## src/rtl/spi_pkg.sv

```systemverilog
// Shared types and constants for the SPI register-access controller.
// Holds the FSM state encoding and the STATUS byte builder.
package spi_pkg;

  typedef enum logic [2:0] {
    IDLE,
    CMD,
    WR,
    RD_FETCH,
    RD_WAIT,
    RD_HOLD
  } spi_ctrl_state_t;

  localparam int         SPI_CMD_RD_BIT = 7;
  localparam logic [3:0] SPI_REG_ID     = 4'h5;
  localparam int         SPI_MAX_RD_LAT = 4;

  function automatic logic [7:0] spi_status(input logic ovr);
    return {ovr, 3'b000, SPI_REG_ID};
  endfunction

endpackage

```

## src/rtl/spi_reg_ctrl_if.sv

```systemverilog
// Byte-shifter side and local register bus of the SPI controller.
// master = controller, slave = shifter plus register file.
interface spi_reg_ctrl_if #(
  parameter int ADDR_W = 7
);

  logic              byte_done;
  logic [7:0]        rx_byte;
  logic [7:0]        tx_byte;
  logic [ADDR_W-1:0] reg_addr;
  logic [7:0]        reg_wdata;
  logic              reg_wr;
  logic              reg_rd;
  logic [7:0]        reg_rdata;

  modport master (
    input  byte_done,
    input  rx_byte,
    input  reg_rdata,
    output tx_byte,
    output reg_addr,
    output reg_wdata,
    output reg_wr,
    output reg_rd
  );

  modport slave (
    output byte_done,
    output rx_byte,
    output reg_rdata,
    input  tx_byte,
    input  reg_addr,
    input  reg_wdata,
    input  reg_wr,
    input  reg_rd
  );

endinterface

```

## src/rtl/d_ff_wide.sv

```systemverilog
// Generic enabled register bank with asynchronous active-low reset.
// RST_VAL selects the per-bit reset value.
module d_ff_wide #(
  parameter int               WIDTH   = 1,
  parameter logic [WIDTH-1:0] RST_VAL = '0
) (
  input  logic             clk,
  input  logic             rst,
  input  logic             en,
  input  logic [WIDTH-1:0] d,
  output logic [WIDTH-1:0] q
);

  always_ff @(posedge clk or negedge rst) begin
    if (!rst) begin
      q <= RST_VAL;
    end else if (en) begin
      q <= d;
    end
  end

endmodule

```

## src/rtl/spi_ss_sync.sv

```systemverilog
// Two-flop synchroniser for the raw chip select plus edge pulses.
// Reset to 0 so a select held low across reset never looks like a fall.
module spi_ss_sync (
  input  logic clk,
  input  logic rst,
  input  logic en,
  input  logic ss,
  output logic rise,
  output logic fall
);

  logic [2:0] q;

  d_ff_wide #(
    .WIDTH  (3),
    .RST_VAL(3'b000)
  ) u_ff (
    .clk(clk),
    .rst(rst),
    .en (en),
    .d  ({q[1:0], ss}),
    .q  (q)
  );

  assign rise = q[1] & ~q[2];
  assign fall = ~q[1] & q[2];

endmodule

```

## src/rtl/spi_reg_ctrl.sv

```systemverilog
// SPI transaction controller: command parse, burst writes/reads
// on the local register bus with address auto-increment.
module spi_reg_ctrl
  import spi_pkg::*;
#(
  parameter int ADDR_W = 7,
  parameter int RD_LAT = 1
) (
  input  logic clk,
  input  logic rst,
  input  logic ena,
  input  logic ss,
  input  logic err_clr,
  output logic busy,
  output logic ovr_err,
  spi_reg_ctrl_if.master bus
);

  localparam int LAT_W = $clog2(SPI_MAX_RD_LAT + 1);
  localparam logic [LAT_W-1:0] LAT = LAT_W'(RD_LAT);

  spi_ctrl_state_t   state, state_d;
  logic [ADDR_W-1:0] addr, addr_d;
  logic [7:0]        tx_q, tx_d;
  logic [7:0]        wdata_q, wdata_d;
  logic              wr_q, wr_d;
  logic              ovr_q, ovr_d;
  logic [LAT_W-1:0]  lat_q, lat_d;
  logic              ss_rise, ss_fall;
  logic              rd_phase;

  spi_ss_sync u_ss_sync (
    .clk (clk),
    .rst (rst),
    .en  (ena),
    .ss  (ss),
    .rise(ss_rise),
    .fall(ss_fall)
  );

  always_comb begin
    state_d = state;
    addr_d  = addr;
    tx_d    = tx_q;
    wdata_d = wdata_q;
    wr_d    = 1'b0;
    lat_d   = lat_q;
    ovr_d   = ovr_q;
    if (err_clr) begin
      ovr_d = 1'b0;
    end
    if (wr_q) begin
      addr_d = addr + 1'b1;
    end
    // Chip-select release aborts and swallows a same-cycle byte.
    if (ss_rise) begin
      state_d = IDLE;
    end else if (ss_fall) begin
      state_d = CMD;
    end else begin
      unique case (state)
        IDLE: begin
        end
        CMD: begin
          if (bus.byte_done) begin
            addr_d  = bus.rx_byte[ADDR_W-1:0];
            state_d = bus.rx_byte[SPI_CMD_RD_BIT]
                      ? RD_FETCH : WR;
          end
        end
        WR: begin
          if (bus.byte_done) begin
            wr_d    = 1'b1;
            wdata_d = bus.rx_byte;
          end
        end
        RD_FETCH: begin
          if (bus.byte_done) begin
            ovr_d = 1'b1;
          end
          lat_d   = LAT_W'(1);
          state_d = RD_WAIT;
        end
        RD_WAIT: begin
          if (bus.byte_done) begin
            ovr_d = 1'b1;
          end
          if (lat_q == LAT) begin
            tx_d    = bus.reg_rdata;
            addr_d  = addr + 1'b1;
            state_d = RD_HOLD;
          end else begin
            lat_d = lat_q + 1'b1;
          end
        end
        RD_HOLD: begin
          if (bus.byte_done) begin
            state_d = RD_FETCH;
          end
        end
        default: state_d = IDLE;
      endcase
    end
  end

  always_ff @(posedge clk or negedge rst) begin
    if (!rst) begin
      state   <= IDLE;
      addr    <= '0;
      tx_q    <= '0;
      wdata_q <= '0;
      wr_q    <= 1'b0;
      ovr_q   <= 1'b0;
      lat_q   <= '0;
    end else if (ena) begin
      state   <= state_d;
      addr    <= addr_d;
      tx_q    <= tx_d;
      wdata_q <= wdata_d;
      wr_q    <= wr_d;
      ovr_q   <= ovr_d;
      lat_q   <= lat_d;
    end else begin
      wr_q <= 1'b0;
    end
  end

  assign rd_phase = (state == RD_FETCH) |
                    (state == RD_WAIT)  |
                    (state == RD_HOLD);

  assign bus.tx_byte   = rd_phase ? tx_q : spi_status(ovr_q);
  assign bus.reg_addr  = addr;
  assign bus.reg_wdata = wdata_q;
  assign bus.reg_wr    = wr_q & ena;
  assign bus.reg_rd    = ena & (state == RD_FETCH);
  assign busy          = (state != IDLE);
  assign ovr_err       = ovr_q;

endmodule
```

## src/flat_wrapper.sv

```systemverilog
// flat-port wrapper written by rule: the top's interface ports become plain ports
module spi_reg_ctrl_flat import spi_pkg::*;
#(
  parameter int ADDR_W = 7,
  parameter int RD_LAT = 1
)
  (clk, rst, ena, ss, err_clr, busy, ovr_err, bus_byte_done, bus_rx_byte, bus_reg_rdata, bus_tx_byte, bus_reg_addr, bus_reg_wdata, bus_reg_wr, bus_reg_rd);
  spi_reg_ctrl_if #(.ADDR_W(ADDR_W)) bus_i ();
  input  logic clk;
  input  logic rst;
  input  logic ena;
  input  logic ss;
  input  logic err_clr;
  output logic busy;
  output logic ovr_err;
  input wire logic [$bits(bus_i.byte_done)-1:0] bus_byte_done;
  input wire logic [$bits(bus_i.rx_byte)-1:0] bus_rx_byte;
  input wire logic [$bits(bus_i.reg_rdata)-1:0] bus_reg_rdata;
  output wire logic [$bits(bus_i.tx_byte)-1:0] bus_tx_byte;
  output wire logic [$bits(bus_i.reg_addr)-1:0] bus_reg_addr;
  output wire logic [$bits(bus_i.reg_wdata)-1:0] bus_reg_wdata;
  output wire logic [$bits(bus_i.reg_wr)-1:0] bus_reg_wr;
  output wire logic [$bits(bus_i.reg_rd)-1:0] bus_reg_rd;
  assign bus_i.byte_done = bus_byte_done;
  assign bus_i.rx_byte = bus_rx_byte;
  assign bus_i.reg_rdata = bus_reg_rdata;
  assign bus_tx_byte = bus_i.tx_byte;
  assign bus_reg_addr = bus_i.reg_addr;
  assign bus_reg_wdata = bus_i.reg_wdata;
  assign bus_reg_wr = bus_i.reg_wr;
  assign bus_reg_rd = bus_i.reg_rd;
  spi_reg_ctrl #(.ADDR_W(ADDR_W), .RD_LAT(RD_LAT)) u_core (.clk(clk), .rst(rst), .ena(ena), .ss(ss), .err_clr(err_clr), .busy(busy), .ovr_err(ovr_err), .bus(bus_i));
endmodule
```

## config.mk

```make
export PLATFORM = sky130hd
export DESIGN_NAME = spi_reg_ctrl_flat
export DESIGN_NICKNAME = d
export VERILOG_FILES = /design/src/rtl/spi_pkg.sv /design/src/rtl/spi_reg_ctrl_if.sv /design/src/rtl/d_ff_wide.sv /design/src/rtl/spi_ss_sync.sv /design/src/rtl/spi_reg_ctrl.sv /design/src/flat_wrapper.sv
export SDC_FILE = /design/constraint.sdc
export NUM_CORES = 1
export LEC_CHECK = 0
export CORE_MARGIN = 4
export CORE_UTILIZATION = 53
export CTS_CLUSTER_DIAMETER = 150
export DETAILED_ROUTE_END_ITERATION = 6
export GPL_TIMING_DRIVEN = 1
export PLACE_DENSITY = 0.85
export REMOVE_ABC_BUFFERS = 1
export SLEW_MARGIN = 20
export SYNTH_ARGS = -nofsm -noshare
export SYNTH_HDL_FRONTEND = slang
export SYNTH_SLANG_ARGS = --single-unit
```

## constraint.sdc

```tcl
create_clock -name clk -period 5.35 [get_ports clk]
set_input_delay 1.07 -clock clk [delete_from_list [all_inputs] [get_ports clk]]
set_output_delay 1.07 -clock clk [all_outputs]
set_load 0.03 [all_outputs]
```

# Word-level counts from Yosys, hierarchy flattened
# Index checks and enable logic that the tools add are counted.
[word_totals]
output_inout_bits = 27
wordCells = 66
in_bits = 22
register_bits = 34
[op_classes]
muxes = 26
n_eq_ne = 11
reduce_logical = 9
bitwise_logic = 10
addsub = 2
[ops]
columns = ["op", "n"]
rows = [
  ["$mux 7", 5],
  ["$reduce_and 5->1", 4],
  ["$mux 3", 6],
  ["$pmux 3 s5", 1],
  ["$pmux 7 s2", 1],
  ["$mux 1", 11],
  ["$mux 8", 1],
  ["$ne 4x2->1 const B", 2],
  ["$add 7x1->7 const B", 1],
  ["$eq 3x1->1 const B", 2],
  ["$eq 3x2->1 const B", 2],
  ["$eq 3x3->1 const B", 2],
  ["$pmux 3 s2", 1],
  ["$and 1x1->1", 4],
  ["$ne 4x1->1 const B", 1],
  ["$not 1->1", 4],
  ["$reduce_or 2->1", 2],
  ["$add 3x1->3 const B", 1],
  ["$logic_not 3->1", 1],
  ["$ne 3x1->1 const B", 1],
  ["$reduce_bool 3->1", 1],
  ["$ne 2x2->1 const B", 1],
  ["$or 1x1->1", 2],
  ["$reduce_bool 2->1", 1],
]

# Depth between registers and ports, before layout
# Gate-level depths: netlist of run 1.
[logic_depth]
depth_word = 6
mapped_depth = 7
ltp_nobuf = 6

# Modules after synthesis
# Synthesis of run 1 repeated with hierarchy kept, for this count alone.
[unflattened]
hier_cells = 178
hier_area_um2 = 1925.6
[by_module_without_submodules]
columns = ["mod", "seq_area_each_um2", "area_each_um2", "instances", "cells_per_inst"]
rows = [
  ["spi_reg_ctrl", 775.7, 1801.7, 1, 170],
  ["d_ff_wide", 75.1, 108.9, 1, 6],
  ["spi_ss_sync", 0.0, 15.0, 1, 2],
]

# Worst setup path after synthesis of run 1
# No wires, ideal clock.
[synth_timing]
kind = "input -> output"
start = "in ena"
end = "out bus_reg_rd"
n_path_buf = 2
t_arrival_ns = 1.968
setup_slack_ns = 2.312
t_required_ns = 4.280
stages = 3
cell_sequence = "clkbuf_1 -> clkbuf_1 -> and3_1"
[synth_between]
elab_chain_len = 1
[synth_rtl]
columns = ["item", "line_no", "source"]
rows = [
  ["start: declaration", "flat_wrapper.sv:11", "input logic ena;"],
  ["$and 1x1->1", "spi_reg_ctrl.sv:136", "assign bus.reg_rd = ena & (state == RD_FETCH);"],
  ["end: declaration", "flat_wrapper.sv:23", "output wire logic [$bits(bus_i.reg_rd)-1:0] bus_reg_rd;"],
]
# Every way passes these cells.

# Worst setup path after layout of run 1
# Same ends and word-level chain as after synthesis.

==> results of run 1 <==
[where the power goes]
group          switching, mW  leakage (nW)  internal [mW]
sequential            0.0985         0.435          0.339
clock                 0.0894        0.0524          0.139
combinational          0.316         0.585          0.266
[cell type report]
type / count / area, µm² / share of cell area
multi-input combinational: 140 / 1060 / 0.406
tap: 46 / 57.6 / 0.0220
inverter: 12 / 45.0 / 0.0172
timing repair buffer: 50 / 495 / 0.189
sequential: 34 / 851 / 0.325
clock inverter: 1 / 30.0 / 0.0115
clock buffer: 7 / 76.3 / 0.0292
[cell usage in the layout (no fill, tap or decap), types with 3 or more instances in the layout]
| master | instances |
|---|---|
| sky130_fd_sc_hd__clkdlybuf4s50_1 | 48 |
| sky130_fd_sc_hd__dfrtp_1 | 34 |
| sky130_fd_sc_hd__mux2_2 | 19 |
| sky130_fd_sc_hd__nand2_1 | 17 |
| sky130_fd_sc_hd__inv_1 | 12 |
| sky130_fd_sc_hd__nor2b_1 | 8 |
| sky130_fd_sc_hd__nand3_1 | 7 |
| sky130_fd_sc_hd__or3_1 | 5 |
| sky130_fd_sc_hd__a21oi_1 | 5 |
| sky130_fd_sc_hd__o21ai_0 | 5 |
| sky130_fd_sc_hd__ha_1 | 5 |
| sky130_fd_sc_hd__clkbuf_8 | 5 |
| sky130_fd_sc_hd__xor2_1 | 4 |
| sky130_fd_sc_hd__mux2i_1 | 3 |
| sky130_fd_sc_hd__nor3_1 | 3 |
| sky130_fd_sc_hd__nor3b_1 | 3 |
| sky130_fd_sc_hd__o2bb2ai_1 | 3 |
| sky130_fd_sc_hd__a31oi_1 | 3 |
| sky130_fd_sc_hd__nand4_1 | 3 |
| sky130_fd_sc_hd__o22ai_1 | 3 |
| sky130_fd_sc_hd__nor2_1 | 3 |
[cell usage after synthesis, types with 4 or more instances]
cell type / count / area (µm²)
sky130_fd_sc_hd__clkbuf_1: 4 / 15.0
sky130_fd_sc_hd__nand3_1: 7 / 35.0
sky130_fd_sc_hd__mux2_2: 19 / 214
sky130_fd_sc_hd__nor2b_1: 8 / 50.1
sky130_fd_sc_hd__ha_1: 5 / 62.6
sky130_fd_sc_hd__xor2_1: 4 / 35.0
sky130_fd_sc_hd__dfrtp_1: 34 / 851
sky130_fd_sc_hd__inv_1: 12 / 45.0
sky130_fd_sc_hd__or3_1: 5 / 31.3
sky130_fd_sc_hd__o21ai_0: 5 / 25.0
sky130_fd_sc_hd__nand2_1: 17 / 63.8
sky130_fd_sc_hd__a21oi_1: 5 / 25.0
[cells by family (layout without fill, tap and decap cells)]
kind of cell | Yosys count | count (layout) | share of synthesized area
AO/OA/AOI/OAI | 41 | 41 | 0.162
AND/OR/NAND/NOR | 66 | 66 | 0.192
multiplexers | 22 | 22 | 0.123
XOR/XNOR | 6 | 6 | 0.0265
adder cells (fa/ha/maj) | 5 | 5 | 0.0315
buffers and inverters | 19 | 70 | 0.0372
flip-flops | 34 | 34 | 0.428
[through the flow]
step / setup slack, ns / power (mW) / hold WS (ns) / instances
after global routing: 1.40 / 1.32 / 0.522 / 290
final: 1.50 / 1.25 / 0.498 / 290
after floorplan: 2.76 / 0.797 / 0.448 / 186
after CTS: 1.48 / 1.25 / 0.502 / 290
after global placement: 1.48 / 1.00 / 0.466 / 282
after detailed placement: 1.48 / 1.02 / 0.487 / 282
[registers in the layout (all words and copies together) (netlist names)]
name and count:
u_core.tx_q 8, u_core.u_ss_sync.u_ff.q 3, u_core.lat_q 3, u_core.state 3, u_core.bus.reg_addr 7, u_core.ovr_err 1
u_core.bus.reg_wdata 8, u_core.wr_q 1
[layer usage]
metal  GRT usage  up-vias
met1       0.287      811
li1            -      818
met2       0.341       61
met5           0        -
met3      0.0420        5
met4      0.0716        0
[worst paths after layout]
path | end | cells past startpoint
worst max register to register | u_core.bus.reg_addr[5] | 6
max in group asynchronous | u_core.bus.reg_addr[6] | 2
worst min register to register | u_core.tx_q[6] | 1
worst max-delay path | bus_reg_rd | 3
min in group asynchronous | u_core.bus.reg_wdata[6] | 2
worst min-delay path | u_core.tx_q[6] | 1
==> out/metrics.csv, run 1 <==
metric;value;unit
run_status;complete, no violations;
critical_path.endpoint_type;output port;
initial_utilization;0.573;
cts.reportedPaths.clkPinSlew;0.07;ns
routed-wl-met3;287;µm
area_after_detailed_placement;2510;µm²
synthCells;193;
slew_viol_final;0;
grt_pass1_wl;8200;µm
finalSetupTns;0;ns
max_slew.worst_pin.slew;0.867;ns
vias_per_cell;5.84;
worstSkewPairLatency;0.28;ns
antenna_cells;0;
detail-route-antenna-nets;0;
post-cts-setup-buffers;0;
row_count;21;
power.density_cell_area;477;nW/µm²
max_slew_margin_vs_limit;0.414;
crit_chain;clkdlybuf4s50_1, and3_1, clkdlybuf4s50_1;
setup.worst_path.class;input pin to output port;
final-setup-viol-count;0;
worst_path_max_delay_cell;sky130_fd_sc_hd__clkdlybuf4s50_1;
synth_edf_count;0;
timing.critical_path.slowest_cell_delay;0.80;ns
path_delay_family;buffers and inverters;
dieHeight;69.2;µm
grt_start_max_net_pins;35;
final_hold_viol_count;0;
min-delay-path-class;flip-flop to flip-flop;
gr-total-overflow;0;
unrepaired_setup_endpoints_after_global_routing;false;
stdcell_area;2620;µm²
power_leakage;1.07;nW
routed_wire_length_per_instance;16.8;µm
synth_area;1990;µm²
final_layout_size_suffix_gt1_frac;0.139;
routed.top_layer;met4;
layout.nets;270;
met2_wirelength;2450;µm
drt_first_pass_iters;4;
cts_tree;done;
crit-reg2reg-launch;u_core.u_ss_sync.u_ff.q[1];
worst-r2r-setup-slack;2.93;ns
total_track_usage;0.213;
place.port_buffers;48;
ctsLongestPathBuffers;2;
timing.final.crit_share;0.719;
final.setup_skew;0.00468;ns
n_fill_cell;258;
worst_hold_startpoint;u_core.tx_q[6];
routabilityCongestion;0.839;
post-route-min-period;3.85;ns
route.vias.total;1695;
start_kind;input pin;
crit_top_cell;sky130_fd_sc_hd__clkdlybuf4s50_1;
first_global_vias;1644;
hold_buffers_post_cts;0;
cts_repair_resize_count;0;
max_cap_violations;0;
yosysSeqAreaShare;0.428;
drt-initial-drc-count;155;
synth_flop_cell;sky130_fd_sc_hd__dfrtp_1;
clock_tree.root_cell;sky130_fd_sc_hd__clkbuf_8;
critical_path_arrival;2.78;ns
cts_sinks;34;
fmax;0.260;GHz
worstPathBufferInverterCount;2;
area_delta_synth_final;31.8;%
die_area;4790;µm²
post_synth_num_cell_types;55;
core_area;3470;µm²
post_synthesis_async_set_or_reset_flop_share;1.00;
die-width;69.2;µm
num_io_pins;49;
hpwl_dp;3540;µm
finalCoreUtilization;0.754;
number_of_antenna_violations_at_the_first_check_in_global_routing;0;
ir_worst_vdd;0.283;mV
synth.ff_latch_count;34;
cp-startpoint;ena;
cts-htree-levels;2;
syn_avg_cell_area;10.3;µm²
critical_path.max_fanout;15;
tritoncts.num_buffers;5;
yosys_warnings;0;
detail_route.wirelength;4880;µm
m1WireLength;2100;µm
critPathRequiredTime;4.28;ns
detail_route.drc_violations;0;
(Power assumes the default switching activity.)
==> run 2: changes to the inputs <==
Settings changed: CORE_UTILIZATION 53 to 49, PLACE_DENSITY 0.85 to 0.79.
Clock period 5.35 ns to 3.6 ns, I/O delays scaled along.
==> out/metrics.csv, run 2 (synthesis gave the netlist of run 1 again) <==
metric;value;unit
run_status;complete, no violations;
die-width;71.7;µm
place.port_buffers;48;
max_cap_violations;0;
ctsLongestPathBuffers;2;
finalSetupTns;0;ns
routed_wire_length_per_instance;17.1;µm
stdcell_area;2660;µm²
unrepaired_setup_endpoints_after_global_routing;false;
final_common_cell;sky130_fd_sc_hd__clkdlybuf4s50_1;
hold_buffers_post_cts;0;
cts-htree-levels;2;
start_kind;flip-flop;
drt-initial-drc-count;225;
core_area;3800;µm²
timing.final.crit_share;0.921;
critical_path_arrival;2.59;ns
final_layout_size_suffix_gt1_frac;0.151;
cts.reportedPaths.clkPinSlew;0.07;ns
num_io_pins;49;
post-route-min-period;3.31;ns
setup.worst_path.class;flip-flop to output port;
routabilityCongestion;0.889;
finalCoreUtilization;0.700;
hpwl_dp;3590;µm
total_track_usage;0.206;
final-setup-viol-count;0;
final_hold_viol_count;0;
cts_repair_resize_count;0;
detail_route.drc_violations;0;
post-cts-setup-buffers;0;
grt_pass1_wl;8330;µm
area_after_detailed_placement;2520;µm²
first_global_vias;1676;
critical_path.endpoint_type;output port;
fmax;0.302;GHz
dieHeight;71.7;µm
ir_worst_vdd;0.416;mV
clock_tree.root_cell;sky130_fd_sc_hd__clkbuf_8;
gr-total-overflow;0;
layout.nets;271;
detail-route-antenna-nets;0;
critical_path.max_fanout;13;
row_count;22;
n_fill_cell;289;
worstSkewPairLatency;0.29;ns
detail_route.wirelength;5010;µm
area_delta_synth_final;33.8;%
grt_start_max_net_pins;35;
route.vias.total;1727;
cts_sinks;34;
cts_tree;done;
drt_first_pass_iters;4;
max_slew.worst_pin.slew;0.662;ns
power_leakage;1.09;nW
most_frequent_cells_in_the_layout;sky130_fd_sc_hd__clkdlybuf4s50_1, sky130_fd_sc_hd__dfrtp_1, sky130_fd_sc_hd__mux2_2, sky130_fd_sc_hd__nand2_1, sky130_fd_sc_hd__inv_1;
final.setup_skew;0.00577;ns
slew_viol_final;0;
min-delay-path-class;flip-flop to flip-flop;
critPathRequiredTime;2.88;ns
power.density_cell_area;730;nW/µm²
max_slew_margin_vs_limit;0.556;
die_area;5140;µm²
vias_per_cell;5.89;
antenna_cells;0;
number_of_antenna_violations_at_the_first_check_in_global_routing;0;
initial_utilization;0.523;
tritoncts.num_buffers;5;
[run 2: changes by cell type in the layout (fill, tap and decap cells not counted), sizes merged]
cell	before	now
clkbuf	7	5
buf	2	3
bufinv	1	2
clkinv	0	1
[run 2: area by class of cell]
cell class | instances | area, µm² | area share
clock buffers | 5 | 68.8 | 0.0259
clock inverters | 3 | 68.8 | 0.0259
multi-input cells | 140 | 1060 | 0.399
well taps | 48 | 60.1 | 0.0226
inverters | 12 | 45.0 | 0.0169
flip-flops and latches | 34 | 851 | 0.320
repair buffers | 51 | 503 | 0.189
[run 2: critical path, cell delays in order (launching register included)]
cell and delay [ns]:
sky130_fd_sc_hd__dfrtp_1 0.53, sky130_fd_sc_hd__nor2b_1 0.25, sky130_fd_sc_hd__mux2i_1 0.54, sky130_fd_sc_hd__mux2_2 0.40
sky130_fd_sc_hd__clkdlybuf4s50_1 0.59
[run 2: metal layers]
metal | vias up | track usage | share of wire
met5 | - | 0 | 0
met4 | 0 | 0.0772 | 0.011
met3 | 5 | 0.0295 | 0.055
met2 | 59 | 0.313 | 0.50
met1 | 845 | 0.295 | 0.44
li1 | 818 | - | -
[run 2: report_power, final]
group	internal [mW]	switching [mW]	total, mW
Sequential	0.503	0.146	0.649
Clock	0.278	0.148	0.426
Combinational	0.397	0.468	0.866
Total	1.18	0.762	1.94
[run 2: through the flow]
stage / hold slack (ns) / cells / power [mW] / setup slack (ns)
detailed placement: 0.486 / 285 / 1.51 / 0.558
global route: 0.522 / 293 / 2.05 / 0.115
CTS: 0.506 / 293 / 1.94 / 0.282
global placement: 0.456 / 285 / 1.50 / 0.522
finish: 0.501 / 293 / 1.94 / 0.286
floorplan: 0.424 / 186 / 1.18 / 1.36
[run 2: final timing paths]
check	cells past startpoint	from	end	slack (ns)
setup / recovery	4	u_core.state[0]	bus_tx_byte[7]	0.29
hold / removal	2	u_core.u_ss_sync.u_ff.q[0]	u_core.u_ss_sync.u_ff.q[1]	0.50
setup reg to reg	6	u_core.u_ss_sync.u_ff.q[1]	u_core.bus.reg_addr[5]	1.18
hold reg to reg	2	u_core.u_ss_sync.u_ff.q[0]	u_core.u_ss_sync.u_ff.q[1]	0.50
max in group asynchronous	2	rst	u_core.state[0]	2.44
min in group asynchronous	2	rst	u_core.bus.reg_addr[6]	0.85
==> run 3: changes to the inputs <==
Settings changed: PLACE_DENSITY 0.79 to 0.81.
==> out/metrics.csv, run 3 (synthesis gave the netlist of run 1 again) <==
metric;value;unit
multi_input_area;1060;µm²
detail_route.drc_violations;0;
num_io_pins;49;
antenna_cells;0;
internal_power;1.06;mW
place.port_buffers;48;
worst-r2r-setup-slack;1.19;ns
final-setup-viol-count;0;
cts_sinks;34;
core_area;3800;µm²
layout.cells.non_filler;293;
layout_setup_ws;0.305;ns
slew_viol_final;0;
hold_buffers_post_cts;0;
final.setup_skew;0.00643;ns
placement.setup.worst_slack;0.562;ns
placed_cells;285;
unrepaired_setup_endpoints_after_global_routing;false;
drt-initial-drc-count;225;
die_area;5140;µm²
most_frequent_cells_in_the_layout;sky130_fd_sc_hd__clkdlybuf4s50_1, sky130_fd_sc_hd__dfrtp_1, sky130_fd_sc_hd__mux2_2, sky130_fd_sc_hd__nand2_1, sky130_fd_sc_hd__inv_1;
drt_first_pass_iters;4;
hpwl_dp;3540;µm
total_switching_power;0.744;mW
critPathRequiredTime;2.88;ns
grt_start_max_net_pins;35;
path_delay_family;multiplexers;
cts-htree-levels;2;
fmax;0.303;GHz
grt_pass1_wl;8240;µm
dieHeight;71.7;µm
worst_path_max_delay_cell;sky130_fd_sc_hd__clkdlybuf4s50_1;
row_count;22;
n_fill_cell;323;
max_slew.worst_pin.slew;0.611;ns
final_hold_viol_count;0;
clock_tree.root_cell;sky130_fd_sc_hd__clkbuf_8;
finalSetupTns;0;ns
critical_path.max_fanout;13;
final-seq-area;851;µm²
timing.final.crit_share;0.915;
ctsLongestPathBuffers;2;
final_common_cell;sky130_fd_sc_hd__clkdlybuf4s50_1;
ir_worst_vdd;0.461;mV
power.share.switching;0.414;
max_cap_violations;0;
critical_path.endpoint_type;output port;
power.density_cell_area;689;nW/µm²
die-width;71.7;µm
setup.worst_path.class;flip-flop to output port;
route.vias.total;1729;
start_kind;flip-flop;
routabilityCongestion;0.928;
crit_chain;nor2b_1, mux2i_1, mux2_2, clkdlybuf4s50_1;
total_track_usage;0.202;
critical_path_arrival;2.57;ns
power.clock.fraction;0.158;
worst_hold_slack;0.488;ns
area_delta_synth_final;31.5;%
detail_route.wirelength;4820;µm
run_status;complete, no violations;
max_slew_margin_vs_limit;0.581;
worstPathBufferInverterCount;1;
worstSkewPairLatency;0.29;ns
final_layout_size_suffix_gt1_frac;0.147;
finalCoreUtilization;0.687;
layout.nets;271;
power_share_of_the_sequential_group;0.362;
power.share.combinational;0.479;
cts_tree;done;
tritoncts.num_buffers;5;
vias_per_cell;5.90;
timing.critical_path.slowest_cell_delay;0.59;ns
cts_repair_resize_count;0;
post-cts-setup-buffers;0;
routed_wire_length_per_instance;16.4;µm
initial_utilization;0.523;
cts.reportedPaths.clkPinSlew;0.07;ns
power_leakage;1.07;nW
gr-total-overflow;0;
min-delay-path-class;flip-flop to flip-flop;
post-route-min-period;3.29;ns
detail-route-antenna-nets;0;
first_global_vias;1706;
number_of_antenna_violations_at_the_first_check_in_global_routing;0;
-- run 3: worst paths after layout --
kind / from / to / cells past startpoint
setup reg to reg: u_core.u_ss_sync.u_ff.q[1] / u_core.bus.reg_addr[5] / 6
setup / recovery: u_core.state[0] / bus_tx_byte[7] / 4
max in group asynchronous: rst / u_core.tx_q[0] / 2
hold / removal: u_core.u_ss_sync.u_ff.q[0] / u_core.u_ss_sync.u_ff.q[1] / 2
hold reg to reg: u_core.u_ss_sync.u_ff.q[0] / u_core.u_ss_sync.u_ff.q[1] / 2
min in group asynchronous: rst / u_core.bus.reg_addr[1] / 2
-- run 3: through the flow --
step / total power, mW / area [µm²]
floorplan: 1.18 / 1960
global placement: 1.49 / 2520
detailed placement: 1.52 / 2520
CTS: 1.80 / 2610
global route: 1.92 / 2610
finish: 1.80 / 2610
-- run 3: power groups by stage --
| stage | Sequential, mW | Clock (mW) | Combinational (mW) |
|---|---|---|---|
| 3_3_place_gp | 0.646 | 0 | 0.848 |
| 6_report | 0.652 | 0.285 | 0.863 |
| 5_1_grt | 0.674 | 0.314 | 0.931 |
| 4_1_cts | 0.649 | 0.291 | 0.864 |
| 3_5_place_dp | 0.657 | 0 | 0.858 |
| 2_1_floorplan | 0.753 | 0 | 0.432 |
-- run 3: per-layer routing --
metal / up-vias / part of all wire / global-route usage
met5: - / 0 / 0
met4: 0 / 0.021 / 0.0814
met3: 12 / 0.071 / 0.0491
met2: 81 / 0.46 / 0.290
met1: 817 / 0.45 / 0.292
li1: 819 / - / -
-- run 3: layout make-up --
cell class | instances | area share
Clock buffer | 7 | 0.0331
Tap cell | 48 | 0.0230
Timing Repair Buffer | 51 | 0.193
Clock inverter | 1 | 0.00192
Multi-Input combinational cell | 140 | 0.406
Sequential cell | 34 | 0.326
Inverter | 12 | 0.0172
-- run 3: worst min-delay path: cells and delay by family (launching register included) --
family             cells  cell delay (ns)
and+or+nand+nor        1             0.05
DFF                    1             0.34
AOI/OAI and AO/OA      1             0.06
